**config.mk**
```make
export PLATFORM = sky130hd
export DESIGN_NAME = lstm_sequencer
export DESIGN_NICKNAME = d
export VERILOG_FILES = /design/src/rtl/lstm_pkg.sv /design/src/rtl/lstm_fifo.sv /design/src/rtl/lstm_sequencer.sv
export SDC_FILE = /design/constraint.sdc
export NUM_CORES = 1
export LEC_CHECK = 0
export BUFFER_PORTS_ARGS = -buffer_cell sky130_fd_sc_hd__buf_2
export CELL_PAD_IN_SITES_DETAIL_PLACEMENT = 0
export CELL_PAD_IN_SITES_GLOBAL_PLACEMENT = 1
export CORE_AREA = 10 10 113 192
export CTS_CLUSTER_SIZE = 30
export DETAILED_ROUTE_END_ITERATION = 16
export DIE_AREA = 0 0 123 202
export PLACE_DENSITY_LB_ADDON = 0.05
export SLEW_MARGIN = 25
export SYNTH_ARGS = -nofsm -noshare
export SYNTH_HDL_FRONTEND = slang
export SYNTH_HIERARCHICAL = 1
export SYNTH_SLANG_ARGS = --single-unit
```
**constraint.sdc**
```tcl
create_clock -name clk -period 4.36 [get_ports clk]
set_input_delay 1.09 -clock clk [delete_from_list [all_inputs] [get_ports clk]]
set_output_delay 1.09 -clock clk [all_outputs]
set_load 0.03 [all_outputs]
```
**src/rtl/lstm_pkg.sv**
```systemverilog
// Shared types for the lstm front end: sample format and sequencer states.
package lstm_pkg;

    localparam int WIDTH     = 16;
    localparam int FRAC_BITS = 12;

    typedef struct packed {
        logic [WIDTH-1:0] data;
        logic             last;
    } sample_t;

    typedef enum logic [1:0] {
        IDLE  = 2'd0,
        ISSUE = 2'd1,
        WAIT  = 2'd2
    } seq_state_t;

endpackage

```
**src/rtl/lstm_fifo.sv**
```systemverilog
// Synchronous sample FIFO; wrap-bit pointers separate full from empty.
module lstm_fifo
    import lstm_pkg::*;
#(
    parameter int DEPTH = 8
) (
    input  logic    clk,
    input  logic    rst,
    input  logic    i_push,
    input  sample_t i_data,
    input  logic    i_pop,
    output sample_t o_data,
    output logic    o_empty,
    output logic    o_full
);

    localparam int AW = $clog2(DEPTH);

    sample_t        r_mem [DEPTH];
    logic  [AW:0]   r_wptr;
    logic  [AW:0]   r_rptr;
    logic           w_wr;
    logic           w_rd;

    assign o_empty = (r_wptr == r_rptr);
    assign o_full  = (r_wptr[AW] != r_rptr[AW]) &&
                     (r_wptr[AW-1:0] == r_rptr[AW-1:0]);
    assign w_wr    = i_push && !o_full;
    assign w_rd    = i_pop && !o_empty;
    assign o_data  = r_mem[r_rptr[AW-1:0]];

    always_ff @(posedge clk) begin
        if (w_wr) begin
            r_mem[r_wptr[AW-1:0]] <= i_data;
        end
    end

    always_ff @(posedge clk or negedge rst) begin
        if (!rst) begin
            r_wptr <= '0;
            r_rptr <= '0;
        end else begin
            if (w_wr) r_wptr <= r_wptr + 1'b1;
            if (w_rd) r_rptr <= r_rptr + 1'b1;
        end
    end

endmodule

```
**src/rtl/lstm_sequencer.sv**
```systemverilog
// Upstream sequencer for the lstm cell: buffers samples, issues one timestep at
// a time and feeds the cell's y/C results back as the next h/C inputs.
module lstm_sequencer
    import lstm_pkg::*;
#(
    parameter int WIDTH = lstm_pkg::WIDTH,
    parameter int DEPTH = 8
) (
    input  logic             clk,
    input  logic             rst,
    input  logic [WIDTH-1:0] s_data,
    input  logic             s_last,
    input  logic             s_valid,
    output logic             s_ready,
    output logic [WIDTH-1:0] x_in,
    output logic             x_valid,
    input  logic             x_ready,
    output logic [WIDTH-1:0] h_in,
    output logic [WIDTH-1:0] C_in,
    input  logic [WIDTH-1:0] y_out,
    input  logic [WIDTH-1:0] C_out,
    input  logic             y_valid,
    output logic [WIDTH-1:0] h_final,
    output logic             seq_done,
    output logic             err_unexp,
    output seq_state_t       dbg_state
);

    // Handshakes (s_* and x_*): a transfer happens on the posedge where valid
    // and ready are both high; the source holds data stable until then.
    seq_state_t       r_state;
    logic             r_rdy_en;
    logic [WIDTH-1:0] r_x_in;
    logic             r_x_valid;
    logic             r_last;
    logic [WIDTH-1:0] r_h_in;
    logic [WIDTH-1:0] r_c_in;
    logic [WIDTH-1:0] r_h_final;
    logic             r_seq_done;
    logic             r_err;

    sample_t          w_wr_sample;
    sample_t          w_head;
    logic             w_empty;
    logic             w_full;
    logic             w_push;
    logic             w_pop;

    assign w_wr_sample = '{data: s_data, last: s_last};
    assign s_ready     = r_rdy_en && !w_full;
    assign w_push      = s_valid && s_ready;
    assign w_pop       = (r_state == IDLE) && !w_empty;

    lstm_fifo #(.DEPTH(DEPTH)) u_fifo (
        .clk     (clk),
        .rst     (rst),
        .i_push  (w_push),
        .i_data  (w_wr_sample),
        .i_pop   (w_pop),
        .o_data  (w_head),
        .o_empty (w_empty),
        .o_full  (w_full)
    );

    // Producer is held off for the first cycle after reset release.
    always_ff @(posedge clk or negedge rst) begin
        if (!rst) r_rdy_en <= 1'b0;
        else      r_rdy_en <= 1'b1;
    end

    always_ff @(posedge clk or negedge rst) begin
        if (!rst) begin
            r_state    <= IDLE;
            r_x_in     <= '0;
            r_x_valid  <= 1'b0;
            r_last     <= 1'b0;
            r_h_in     <= '0;
            r_c_in     <= '0;
            r_h_final  <= '0;
            r_seq_done <= 1'b0;
            r_err      <= 1'b0;
        end else begin
            r_seq_done <= 1'b0;
            if (y_valid && (r_state != WAIT)) r_err <= 1'b1;
            case (r_state)
                IDLE: begin
                    if (!w_empty) begin
                        r_x_in    <= w_head.data;
                        r_last    <= w_head.last;
                        r_x_valid <= 1'b1;
                        r_state   <= ISSUE;
                    end
                end
                ISSUE: begin
                    if (r_x_valid && x_ready) begin
                        r_x_valid <= 1'b0;
                        r_state   <= WAIT;
                    end
                end
                WAIT: begin
                    if (y_valid) begin
                        // End of sequence: publish h and restart the recurrence from zero.
                        if (r_last) begin
                            r_h_final  <= y_out;
                            r_seq_done <= 1'b1;
                            r_h_in     <= '0;
                            r_c_in     <= '0;
                        end else begin
                            r_h_in <= y_out;
                            r_c_in <= C_out;
                        end
                        r_state <= IDLE;
                    end
                end
                default: r_state <= IDLE;
            endcase
        end
    end

    assign x_in      = r_x_in;
    assign x_valid   = r_x_valid;
    assign h_in      = r_h_in;
    assign C_in      = r_c_in;
    assign h_final   = r_h_final;
    assign seq_done  = r_seq_done;
    assign err_unexp = r_err;
    assign dbg_state = r_state;

endmodule
```
==> results of run 1 <==
[per-stage QoR]
step | std cells | instance area (um^2) | setup WS [ns]
4_1_cts | 874 | 10270 | 1.141
2_1_floorplan | 486 | 8700 | 0.3926
3_5_place_dp | 837 | 9588 | 1.303
5_1_grt | 875 | 10280 | 1.031
6_report | 875 | 10280 | 1.179
3_3_place_gp | 837 | 9588 | 1.375
[sequential cells by signal, summed over array words and instances, names as in the netlist]
register       cells
u_fifo/r_wptr      4
u_fifo/r_rptr      4
err_unexp          1
h_in              16
dbg_state          2
C_in              16
seq_done           1
u_fifo/r_mem     136
x_in              16
r_last             1
x_valid            1
h_final           16
r_rdy_en           1
[worst max-delay path by stage]
stage	start	cells after the start	to	slack, ns
after CTS	u_fifo/r_wptr[0]$_DFFE_PN0P_	5	s_ready	1.14
after global placement	u_fifo/r_wptr[0]$_DFFE_PN0P_	7	u_fifo/r_mem[5][2]$_DFFE_PP_	1.38
after floorplan	u_fifo/r_wptr[0]$_DFFE_PN0P_	7	u_fifo/r_mem[4][0]$_DFFE_PP_	0.39
after detailed placement	u_fifo/r_wptr[0]$_DFFE_PN0P_	7	u_fifo/r_mem[6][1]$_DFFE_PP_	1.30
after global routing	u_fifo/r_wptr[0]$_DFFE_PN0P_	5	s_ready	1.03
final	u_fifo/r_wptr[0]$_DFFE_PN0P_	5	s_ready	1.18
[synth_stat cells, types with 2 or more instances]
master | number | area, um^2
edfxtp_1 | 136 | 4084
dfrtp_1 | 79 | 1977
mux2_2 | 43 | 484.2
nand2_1 | 38 | 142.6
nand2b_1 | 36 | 225.2
o21ai_0 | 32 | 160.2
mux4_1 | 28 | 735.7
clkbuf_1 | 9 | 33.78
mux2_4 | 9 | 135.1
nor2_1 | 7 | 26.28
buf_6 | 6 | 67.56
mux4_2 | 6 | 135.1
buf_2 | 5 | 25.02
xnor2_1 | 5 | 43.79
and2_1 | 3 | 18.77
inv_1 | 3 | 11.26
nor3_1 | 3 | 15.01
o41ai_1 | 3 | 26.28
xor2_2 | 3 | 48.80
and4_1 | 2 | 17.52
buf_1 | 2 | 7.510
buf_12 | 2 | 40.04
ha_1 | 2 | 25.02
nand4_1 | 2 | 12.51
nor2b_1 | 2 | 12.51
nor4_1 | 2 | 12.51
o311ai_0 | 2 | 17.52
o311ai_1 | 2 | 17.52
o41ai_2 | 2 | 32.53
[cell type report]
type	instances	area, um^2	share of cell area
antenna	1	2.502	0.0002435
clock buffer	28	581.8	0.05661
timing repair buffer	138	730.7	0.07110
inverter	3	11.26	0.001096
sequential	215	6063	0.5900
clock inverter	9	103.9	0.01010
tap	238	297.8	0.02897
multi-input combinational	243	2486	0.2419
[power groups by stage]
stage	combinational [mW]	clock [mW]	sequential (mW)
5_1_grt	2.71	1.91	2.95
4_1_cts	2.57	1.84	2.89
2_1_floorplan	1.44	0	3.36
3_3_place_gp	2.52	0	2.91
6_report	2.51	1.78	2.88
3_5_place_dp	2.57	0	2.93
[per-layer routing]
layer | vias up | share of wire
met1 | 2334 | 0.38
met4 | 0 | 0.030
li1 | 2143 | -
met3 | 33 | 0.066
met2 | 114 | 0.52
met5 | - | 0
[logic make-up (layout without fill, tap and decap cells)]
kind of cell	count (synthesis)	count (layout)
multiplexers	86	86
buffers and inverters	28	178
AO/OA/AOI/OAI	45	45
XOR/XNOR	9	9
adder cells (fa/ha/maj)	2	2
flip-flops	215	215
other	1	2
AND/OR/NAND/NOR	100	100
==> results.json, run 1 <==
{
  "drive_above_1_share": 0.3774,
  "cts_htree_levels": 1,
  "clock_sinks": 215,
  "grt_overflow": 0,
  "synth_cells": 486,
  "layout_common_cells": "edfxtp_1, buf_2, dfrtp_1",
  "hold_viol": 0,
  "die_area_mm2": 0.02485,
  "initial_core_util": 0.4724,
  "syn_area_per_cell_um2": 17.90,
  "final_util": 0.5581,
  "outcome": "complete, no violations",
  "whs_ns": 0.4594,
  "leakage_nw": 4.117,
  "antenna_found_initial": 1,
  "r2r_start": "u_fifo/r_wptr[0]$_DFFE_PN0P_",
  "irDropWorstVdd_uv": 526.2,
  "synth_fa_ha_area_frac": 0.002876,
  "first_pass_iters": 4,
  "wl_per_cell_um": 20.25,
  "gr-usage-all-layers": 0.1421,
  "fin_crit_sh": 0.7296,
  "area_growth_pct": 18.14,
  "max_slew_margin": 0.3531,
  "synth_compound_area_frac": 0.03236,
  "viasPerCell": 5.285,
  "fp.dieH_um": 202,
  "p_per_area_mw_per_mm2": 697.8,
  "critPathKind": "reg2out",
  "layout_commonest_cell": "edfxtp_1",
  "fin_tns_setup_ns": 0,
  "synthXorXnorAreaFrac": 0.01165,
  "synthDistinctLibCells": 41,
  "cts_resized": 0,
  "ys_ff_latch": 215,
  "r2r_cells": 7,
  "crit_chain": "xor2_2 -> nor4_1 -> buf_4 -> nor2b_1 -> buf_2",
  "p_int_mw": 4.704,
  "slew_viol_final": 0,
  "skew_ns": 0.01994,
  "seqPwrFrac": 0.402,
  "synth_top_family_by_area": "multiplexers",
  "postSynth.asyncResetShare": 0.3674,
  "r2r-end": "u_fifo/r_mem[6][2]$_DFFE_PP_",
  "dp_hpwl_um": 11720,
  "gp_congestion": 0.7841,
  "hold_path.class": "reg2reg",
  "p_sw_mw": 2.468,
  "rsz0062_at_grt": "no",
  "ant_nets": 0,
  "clock_latency_ns": 0.50,
  "synth_mux_area_frac": 0.1713,
  "totalWireLength_um": 17720,
  "pwr-share-comb": 0.349,
  "cp_top_family": "flip-flops",
  "power_mw": 7.172,
  "reg2reg_slack_ns": 1.33,
  "syn_nets": 542,
  "critical_path.max_stage_delay_ns": 0.59,
  "crit_slowest_cell": "dfrtp_1",
  "grt_use_met2": 0.2498,
  "path_max_fanout": 10,
  "met1_usage": 0.1644,
  "io_buffers": 123,
  "drv_cap": 0,
  "hold_depth": 1,
  "grt_max_degree": 59,
  "tritoncts": "yes",
  "cts_setup_buffers": 0,
  "synth.yosys.warnings": 6,
  "crit_arrival_ns": 2.09,
  "grt_pass1_wl_um": 27550,
  "min_period_ns": 3.181,
  "end_kind": "primary output",
  "swShare": 0.3441,
  "worstMarginPinSlew_ns": 0.9578,
  "clkPwrFrac": 0.249,
  "synthSimpleGateAreaFrac": 0.06256,
  "max_freq_ghz": 0.3144,
  "ys_seq_area_frac": 0.6967,
  "synth_area_mm2": 0.008700,
  "setup_viol": 0,
  "num_io_pins": 124,
  "rows": 66,
  "grt_pass1_vias": 4845,
  "busiest_layer": "met2",
  "nFillCells": 1512,
  "max-clock-path-buffers": 3,
  "die_w_um": 123,
  "min_to": "err_unexp$_DFFE_PN0P_",
  "cts_hold_buffers": 0,
  "grt_use_met3": 0.02958,
  "drc": 0,
  "vias": 4624,
  "synth_flop_cell": "edfxtp_1",
  "cts_root_buf": "clkbuf_16",
  "drtIter0Drc": 297,
  "final_nets": 678,
  "path_clk_slew_ns": 0.06,
  "timing.critical_path.buf_inv": 2,
  "synth-edff-count": 136,
  "worstPathRequired_ns": 3.27,
  "hp-start": "err_unexp$_DFFE_PN0P_",
  "cts_buffers": 21,
  "coreArea_mm2": 0.01842,
  "start_kind": "flip-flop"
}
Power figures use the tool's default switching activity.
==> inputs of run 2 (changes only) <==
==> constraint.sdc (replaced) <==
create_clock -name clk -period 3.3 [get_ports clk]
set_input_delay 0.825 -clock clk [delete_from_list [all_inputs] [get_ports clk]]
set_output_delay 0.825 -clock clk [all_outputs]
set_load 0.03 [all_outputs]
==> run 2 against run 1 <==
  * First-iteration DRC count down 16%
  * Die area unchanged
  * Register-to-register slack worse by 0.89 ns
  * Sequential power up 30%
  * Largest cell class unchanged
  * Largest power group unchanged
==> results.json, run 2 (synthesis gave the netlist of run 1 again) <==
{
  "p_per_area_mw_per_mm2": 927.7,
  "io_buffers": 123,
  "whs_ns": 0.3360,
  "dp_hpwl_um": 11800,
  "worstMarginPinSlew_ns": 0.7855,
  "clock_latency_ns": 0.49,
  "path_max_fanout": 9,
  "grt_pass1_vias": 4851,
  "cts_hold_buffers": 0,
  "clock_sinks": 215,
  "nFillCells": 1471,
  "cts_root_buf": "clkbuf_16",
  "viasPerCell": 5.319,
  "max_freq_ghz": 0.3498,
  "setup_viol": 0,
  "outcome": "complete, no violations",
  "critPathKind": "reg2reg",
  "rows": 66,
  "layout_common_cells": "edfxtp_1, buf_2, dfrtp_1",
  "grt_use_met2": 0.2485,
  "final_nets": 684,
  "wl_per_cell_um": 20.13,
  "regArea_mm2": 0.006062,
  "n_antenna_cell": 0,
  "crit_arrival_ns": 3.05,
  "max_slew_margin": 0.4735,
  "timing.critical_path.buf_inv": 1,
  "irDropWorstVdd_uv": 501.7,
  "crit_chain": "xnor2_1 -> nor4_1 -> nor2b_1 -> and2_1 -> nor2b_1 -> o41ai_1 -> nor3_2 -> buf_4",
  "hold_path.class": "in2async",
  "slew_viol_final": 0,
  "coreArea_mm2": 0.01842,
  "crit_slowest_cell": "nor3_2",
  "grt_pass1_wl_um": 27660,
  "critical_path.max_stage_delay_ns": 0.63,
  "totalWireLength_um": 17710,
  "grt_overflow": 0,
  "hold_viol": 0,
  "area_growth_pct": 18.85,
  "cts_htree_levels": 1,
  "tritoncts": "yes",
  "power_mw": 9.593,
  "gr-usage-all-layers": 0.1419,
  "vias": 4681,
  "cts_resized": 0,
  "gp_congestion": 0.7831,
  "busiest_layer": "met2",
  "crit_path_frequent_cell": "nor2b_1",
  "postLayoutCellArea_mm2": 0.01034,
  "cp_top_family": "simple AND/OR/NAND/NOR gates",
  "min_period_ns": 2.859,
  "rsz0062_at_grt": "no",
  "grt_max_degree": 43,
  "largest_reg_flops": 136,
  "fp.dieH_um": 202,
  "first_pass_iters": 4,
  "end_kind": "flip-flop",
  "die_area_mm2": 0.02485,
  "ant_nets": 0,
  "initial_core_util": 0.4724,
  "grt_use_met3": 0.03126,
  "drv_cap": 0,
  "placed_area_mm2": 0.009643,
  "skew_ns": 0.009221,
  "start_kind": "flip-flop",
  "max-clock-path-buffers": 3,
  "drtIter0Drc": 248,
  "cts_buffers": 20,
  "fin_crit_sh": 0.8664,
  "multi_input_area_mm2": 0.002476,
  "path_clk_slew_ns": 0.06,
  "antenna_found_initial": 0,
  "drive_above_1_share": 0.3754,
  "worstPathRequired_ns": 3.49,
  "die_w_um": 123,
  "leakage_nw": 4.163,
  "layout_commonest_cell": "edfxtp_1",
  "num_io_pins": 124,
  "met1_usage": 0.1693,
  "cts_setup_buffers": 0,
  "drc": 0
}
-- run 2: worst register-to-register path, stage by stage, from the launching register on --
cell	delay, ns
dfrtp_1	0.44
xnor2_1	0.36
nor4_1	0.14
nor2b_1	0.14
and2_1	0.23
nor2b_1	0.15
o41ai_1	0.14
nor3_2	0.63
buf_4	0.33
-- run 2: final cells by class --
cell class | count | area share
clock buffers | 28 | 0.05433
clock inverters | 8 | 0.01307
repair buffers | 145 | 0.07696
inverters | 3 | 0.001089
flip-flops and latches | 215 | 0.5863
multi-input cells | 243 | 0.2395
well taps | 238 | 0.02880
-- run 2: final timing paths --
path	start	to	slack, ns	cells after the start
setup / recovery	u_fifo/r_rptr[3]$_DFFE_PN0P_	u_fifo/r_mem[0][12]$_DFFE_PP_	0.44	8
hold / removal	rst	h_final[14]$_DFFE_PN0P_	0.34	1
setup reg to reg	u_fifo/r_rptr[3]$_DFFE_PN0P_	u_fifo/r_mem[0][12]$_DFFE_PP_	0.44	8
hold reg to reg	err_unexp$_DFFE_PN0P_	err_unexp$_DFFE_PN0P_	0.46	1
max in group asynchronous	rst	x_in[2]$_DFFE_PN0P_	2.32	2
min in group clk	err_unexp$_DFFE_PN0P_	err_unexp$_DFFE_PN0P_	0.46	1
-- run 2: metrics by stage --
stage,utilization,setup WS (ns),instances,setup TNS [ns]
5_1_grt,0.5615,0.1187,880,0
3_5_place_dp,0.5236,0.4072,844,0
2_1_floorplan,-,-0.2547,486,-8.660
6_report,0.5615,0.4410,880,0
3_3_place_gp,0.5236,0.4223,844,0
4_1_cts,0.5615,0.3719,880,0
-- run 2: routing by layer --
| metal | routed length, um | vias up | share of wire |
|---|---|---|---|
| li1 | - | 2151 | - |
| met1 | 6902 | 2378 | 0.39 |
| met2 | 9284 | 128 | 0.52 |
| met3 | 1197 | 24 | 0.068 |
| met4 | 328 | 0 | 0.019 |
| met5 | 0 | - | 0 |
-- run 2: power breakdown --
part / internal (mW) / switching, mW
clock network: 1.50 / 0.918
registers: 3.43 / 0.302
logic: 1.45 / 2.00
total: 6.38 / 3.22
